--- config.mk ---
export PLATFORM = sky130hd
export DESIGN_NAME = uart_rx_core
export DESIGN_NICKNAME = d
export VERILOG_FILES = /design/src/rtl/tiny1_uart_pkg.sv /design/src/rtl/uart_sync2.sv /design/src/rtl/uart_rx_core.sv
export SDC_FILE = /design/constraint.sdc
export NUM_CORES = 1
export LEC_CHECK = 0
export BUFFER_PORTS_ARGS = -buffer_cell sky130_fd_sc_hd__buf_2
export CAP_MARGIN = 20
export CORE_AREA = 2 2 57 59
export CTS_CLUSTER_DIAMETER = 30
export DETAILED_ROUTE_END_ITERATION = 10
export DIE_AREA = 0 0 59 61
export PLACE_DENSITY = 0.68
export SLEW_MARGIN = 20
export SYNTH_ARGS = -nofsm -noshare
export SYNTH_HDL_FRONTEND = slang
export SYNTH_SLANG_ARGS = --single-unit
--- constraint.sdc ---
create_clock -name clk -period 1.9 [get_ports clk]
set_clock_uncertainty 0.2 [all_clocks]
set_input_delay 0.095 -clock clk [delete_from_list [all_inputs] [get_ports clk]]
set_output_delay 0.095 -clock clk [all_outputs]
set_load 0.01 [all_outputs]
--- src/rtl/tiny1_uart_pkg.sv ---
// Shared constants and types for the tiny1 SoC UART blocks.
package tiny1_uart_pkg;

  localparam int DATA_BITS            = 8;
  localparam int CLKS_PER_BIT_DEFAULT = 104;

  typedef enum logic [2:0] {
    RX_IDLE  = 3'd0,
    RX_START = 3'd1,
    RX_DATA  = 3'd2,
    RX_STOP  = 3'd3,
    RX_BREAK = 3'd4
  } rx_state_e;

endpackage

--- src/rtl/uart_sync2.sv ---
// Two-flop synchroniser for an asynchronous line that idles high.
module uart_sync2 (
  input  logic clk,
  input  logic rst,
  input  logic d,
  output logic q
);

  logic meta_r;
  logic sync_r;

  // Capture the asynchronous input and let it settle for one extra cycle.
  always_ff @(posedge clk) begin
    if (rst) begin
      meta_r <= 1'b1;
      sync_r <= 1'b1;
    end else begin
      meta_r <= d;
      sync_r <= meta_r;
    end
  end

  assign q = sync_r;

endmodule

--- src/rtl/uart_rx_core.sv ---
// 8N1 UART receiver: LSB first, idle-high line, valid/ack byte handshake.
module uart_rx_core
  import tiny1_uart_pkg::*;
#(
  parameter  int CLKS_PER_BIT = CLKS_PER_BIT_DEFAULT,
  localparam int HALF_BIT     = CLKS_PER_BIT / 2
) (
  input  logic                 clk,
  input  logic                 rst,
  input  logic                 RXD,
  output logic [DATA_BITS-1:0] data,
  output logic                 valid,
  input  logic                 ack,
  output logic                 frame_err,
  output logic                 overrun
);

  localparam int CNT_W = $clog2(CLKS_PER_BIT);

  rx_state_e            state_r;
  rx_state_e            next_state_s;
  logic                 rx2_s;
  logic [CNT_W-1:0]     cnt_r;
  logic [2:0]           idx_r;
  logic [DATA_BITS-1:0] shift_r;
  logic                 load_pend_r;
  logic [DATA_BITS-1:0] data_r;
  logic                 valid_r;
  logic                 frame_err_r;
  logic                 overrun_r;
  logic                 half_tick_s;
  logic                 bit_tick_s;
  logic                 shift_en_s;
  logic                 load_s;
  logic                 ferr_s;
  logic                 state_chg_s;

  uart_sync2 u_sync (
    .clk (clk),
    .rst (rst),
    .d   (RXD),
    .q   (rx2_s)
  );

  // State register.
  always_ff @(posedge clk) begin
    if (rst) begin
      state_r <= RX_IDLE;
    end else begin
      state_r <= next_state_s;
    end
  end

  // Next-state decode.
  always_comb begin
    next_state_s = state_r;
    case (state_r)
      RX_IDLE: begin
        if (!rx2_s) next_state_s = RX_START;
        else        next_state_s = RX_IDLE;
      end
      RX_START: begin
        if (half_tick_s) next_state_s = rx2_s ? RX_IDLE : RX_DATA;
        else             next_state_s = RX_START;
      end
      RX_DATA: begin
        if (bit_tick_s && (idx_r == 3'd7)) next_state_s = RX_STOP;
        else                               next_state_s = RX_DATA;
      end
      RX_STOP: begin
        if (bit_tick_s) next_state_s = rx2_s ? RX_IDLE : RX_BREAK;
        else            next_state_s = RX_STOP;
      end
      RX_BREAK: begin
        if (rx2_s) next_state_s = RX_IDLE;
        else       next_state_s = RX_BREAK;
      end
      default: next_state_s = RX_IDLE;
    endcase
  end

  // Sample strobes derived from state and bit timer.
  always_comb begin
    half_tick_s = (state_r == RX_START) && (cnt_r == CNT_W'(HALF_BIT - 1));
    bit_tick_s  = ((state_r == RX_DATA) || (state_r == RX_STOP)) &&
                  (cnt_r == CNT_W'(CLKS_PER_BIT - 1));
    shift_en_s  = bit_tick_s && (state_r == RX_DATA);
    load_s      = bit_tick_s && (state_r == RX_STOP) && rx2_s;
    ferr_s      = bit_tick_s && (state_r == RX_STOP) && !rx2_s;
    state_chg_s = (next_state_s != state_r);
  end

  // Bit timer and bit index; cleared on every state change and every data sample.
  always_ff @(posedge clk) begin
    if (rst) begin
      cnt_r <= '0;
      idx_r <= 3'd0;
    end else begin
      if (state_chg_s || bit_tick_s) begin
        cnt_r <= '0;
      end else if ((state_r == RX_START) || (state_r == RX_DATA) || (state_r == RX_STOP)) begin
        cnt_r <= cnt_r + CNT_W'(1);
      end else begin
        cnt_r <= '0;
      end
      if (state_chg_s) begin
        idx_r <= 3'd0;
      end else if (shift_en_s) begin
        idx_r <= idx_r + 3'd1;
      end else begin
        idx_r <= idx_r;
      end
    end
  end

  // Receive shift register and the one-cycle delayed byte load.
  always_ff @(posedge clk) begin
    if (rst) begin
      shift_r     <= '0;
      load_pend_r <= 1'b0;
      frame_err_r <= 1'b0;
    end else begin
      if (shift_en_s) begin
        shift_r <= {rx2_s, shift_r[DATA_BITS-1:1]};
      end else begin
        shift_r <= shift_r;
      end
      load_pend_r <= load_s;
      frame_err_r <= ferr_s;
    end
  end

  // Output byte, valid/ack handshake and sticky overrun.
  always_ff @(posedge clk) begin
    if (rst) begin
      data_r    <= '0;
      valid_r   <= 1'b0;
      overrun_r <= 1'b0;
    end else if (load_pend_r) begin
      // A same-cycle ack consumes the old byte, so the new one is not an overrun.
      data_r    <= shift_r;
      valid_r   <= 1'b1;
      overrun_r <= (valid_r && ack) ? 1'b0 : (overrun_r || valid_r);
    end else if (valid_r && ack) begin
      data_r    <= data_r;
      valid_r   <= 1'b0;
      overrun_r <= 1'b0;
    end else begin
      data_r    <= data_r;
      valid_r   <= valid_r;
      overrun_r <= overrun_r;
    end
  end

  assign data      = data_r;
  assign valid     = valid_r;
  assign frame_err = frame_err_r;
  assign overrun   = overrun_r;

endmodule

==> flow_summary.yaml <==
status:
  status: "completed"
worst_setup_path:
  reg2reg_from: "cnt_r[0]"
  path_cells: "ha_2 > and3b_2 > a41oi_2 > a211oi_2 > buf_6 > nor4b_4"
  critical_path_required_ns: 1.95
  crit_type: "reg -> reg"
  reg2reg_slack_ns: 0.07
  critical_path.top_delay_family: "simple AND/OR/NAND/NOR gates"
  cp-end-kind: "register"
  startpoint: "cnt_r[0]"
  r2r_cells: 6
  reg2reg_to: "cnt_r[1]"
  slowest_delay_ns: 0.34
  start_kind: "register"
  worstPathArrival_ns: 1.88
  endpoint: "cnt_r[1]"
  path_depth: 6
  cp_num_buf_inv: 1
  path_max_fanout: 8
  critPathSlowestCell: "dfxtp_2"
run:
  drv_cap: 0
place:
  dp.cells: 189
  place_congestion: 0.8067
  port_buffers: 14
  place_hpwl_um: 1754
cells_and_area:
  fin_util_pct: 60.89
  syn2layout_area_growth_pct: 24.63
  finalNonFillerCells: 204
  drive_above_1_share_pct: 28.65
  fillers: 247
  nets: 177
  diodes: 0
cts:
  cts_max_path_buffers: 2
  h-tree-depth: 2
  cts.sinks: 35
  root_buffer: "clkbuf_4"
  cts_buffers: 5
  insertion_delay_ns: 0.34
  cts.clk_slew.worst_paths_ns: 0.11
  cts_tree: "done"
pwr:
  pwr-share-seq_pct: 51.2
  power_density_mw_per_mm2: 807.4
  p_leak_nw: 0.6581
  power.share.clock_pct: 45.2
  p_comb_share_pct: 3.7
  max-vdd-ir-drop_v: 0.0005904
  power_switching_share_pct: 19.46
  p_int_w: 0.001169
  power.total_w: 0.001452
  p_switching_w: 0.0002826
routing:
  drtIter0Drc: 67
  first_pass_iters: 4
  drc_errors: 0
  vias: 1129
  via_per_inst: 5.534
  wirelength_um: 2987
  ant_nets: 0
  wl_per_cell_um: 14.64
logic_synthesis:
  avgSynthCellArea_sq_um: 9.949
  synth_area_leaders: "dfxtp_1, mux2i_1, nor2_1"
  seq_area_frac_synth_pct: 48.57
  synth_flop_cell: "dfxtp_1"
  yosysTopAreaCell: "dfxtp_1"
  yosysWarningCount: 0
  synth_top_area_share_pct: 48.57
  synthDistinctLibCells: 31
  synth_cells: 145
  syn_area_sq_mm: 0.001443
  synth_nets: 152
  synth-async-reset-ratio_pct: 0
  synth-seq-cells: 35
  synth_edf_count: 0
timing:
  slew_headroom_pct: 65.38
  tns_ns: 0
  max_freq_mhz: 546.2
  final_max_slew_viol_count: 0
  setup_viol: 0
  hold_viol_final: 0
  period_minus_slack_ns: 1.831
  tightest_slew_ns: 0.5185
  fin_crit_sh_pct: 96.37
die:
  die_x_um: 59
  std_cell_rows: 20
  core_sq_mm: 0.002953
  io_pins: 15
  dieArea_sq_mm: 0.003599
  start_util_pct: 48.86
  die_y_um: 61
global_routing:
  track_usage_pct: 17.84
  grt_pass1_vias: 1078
  overflow: 0
  grt_start_max_net_pins: 27
  grt_pass1_wl_um: 4740
  antenna_found_initial: 0
hold_path:
  min_path_cells: 1
  hp-class: "reg -> reg"
synth_stat cells, drive strengths merged (3+ instances only):
cell type   n
dfxtp      35
nor2       24
mux2i      18
nor3        8
clkbuf      6
nand2       5
a211oi      4
a21oi       4
inv         4
nor4        4
and3        3
ha          3
nand3       3
xnor2       3
xor2        3
timing repair:
item	4_1_cts	5_1_grt
resized for setup	3	15
gates cloned	0	2
hold endpoints to repair	19	0
setup buffers	0	2
pin swaps	1	2
hold buffers	3	0
endpoints found under the setup margin	7	12
worst min path at each step:
| stage | startpoint | end | slack [ns] |
|---|---|---|---|
| 2_1_floorplan | ack | overrun | -0.004 |
| 3_3_place_gp | RXD | u_sync.meta_r | 0.08 |
| 3_5_place_dp | RXD | u_sync.meta_r | 0.08 |
| 4_1_cts | u_sync.meta_r | u_sync.q | 0.24 |
| 5_1_grt | ack | overrun | 0.25 |
| 6_report | u_sync.meta_r | u_sync.q | 0.23 |
area by class of cell:
cell class                 count  area, sq um  area share, %
inverter                       4        15.01         0.8351
clock buffer                   6        41.29          2.296
tap                           33        41.29          2.296
clock inverter                 2        60.06          3.340
multi-input combinational     99        758.2          42.17
sequential                    35        704.4          39.18
timing repair buffer          25        177.7          9.882
power by group through the flow:
stage	clock network, W	registers, W	logic [W]
2_1_floorplan	0	0.000756	0.0000296
3_3_place_gp	0	0.000759	0.0000369
3_5_place_dp	0	0.000759	0.0000378
4_1_cts	0.000666	0.000742	0.0000435
5_1_grt	0.000698	0.000744	0.0000578
6_report	0.000656	0.000743	0.0000530
through the flow:
stage          setup slack, ns  hold slack [ns]  cell area, sq um
2_1_floorplan          0.03949        -0.003866              1443
3_3_place_gp           0.04587          0.08005              1559
3_5_place_dp          -0.05510          0.08038              1559
4_1_cts                0.01509           0.2357              1705
5_1_grt               -0.01850           0.2517              1798
6_report               0.06902           0.2316              1798
cells by family (layout without fill, tap and decap cells):
family,after synthesis,count (layout),synth area share (%)
AND/OR/NAND/NOR,56,57,19.69
XOR/XNOR,6,6,3.643
multiplexers,18,18,12.49
adder cells (fa/ha/maj),3,3,2.602
flip-flops,35,35,48.57
AO/OA/AOI/OAI,15,15,8.847
buffers and inverters,12,37,4.163
metal layers:
layer,global-route usage (%),vias to the layer above,part of all wire [%]
li1,-,563,-
met1,21.32,536,43
met2,28.41,24,52
met3,6.397,6,3.7
met4,9.091,0,1.4
met5,0,-,0
flip-flops by register name, summed over array words and instances, names as in the netlist:
register,flops
data,8
cnt_r,7
state_r,3
u_sync.q,1
valid,1
shift_r,8
load_pend_r,1
idx_r,3
u_sync.meta_r,1
frame_err,1
overrun,1
worst reg2reg max path: cells and delay by family (launching register included):
family / cells / cell delay, ns
DFF: 1 / 0.34
AOI/OAI and AO/OA: 2 / 0.38
adders and majority gates: 1 / 0.19
buffers and inverters: 1 / 0.15
and+or+nand+nor: 2 / 0.49
placed cells by master (no fill, tap or decap), types with 4 or more instances in the layout:
| master | n |
|---|---|
| dfxtp_1 | 32 |
| nor2_1 | 24 |
| mux2i_1 | 18 |
| buf_2 | 15 |
| nor3_1 | 8 |
| nand2_1 | 5 |
| clkbuf_4 | 5 |
| inv_1 | 4 |
| buf_4 | 4 |
(Power assumes the default switching activity.)
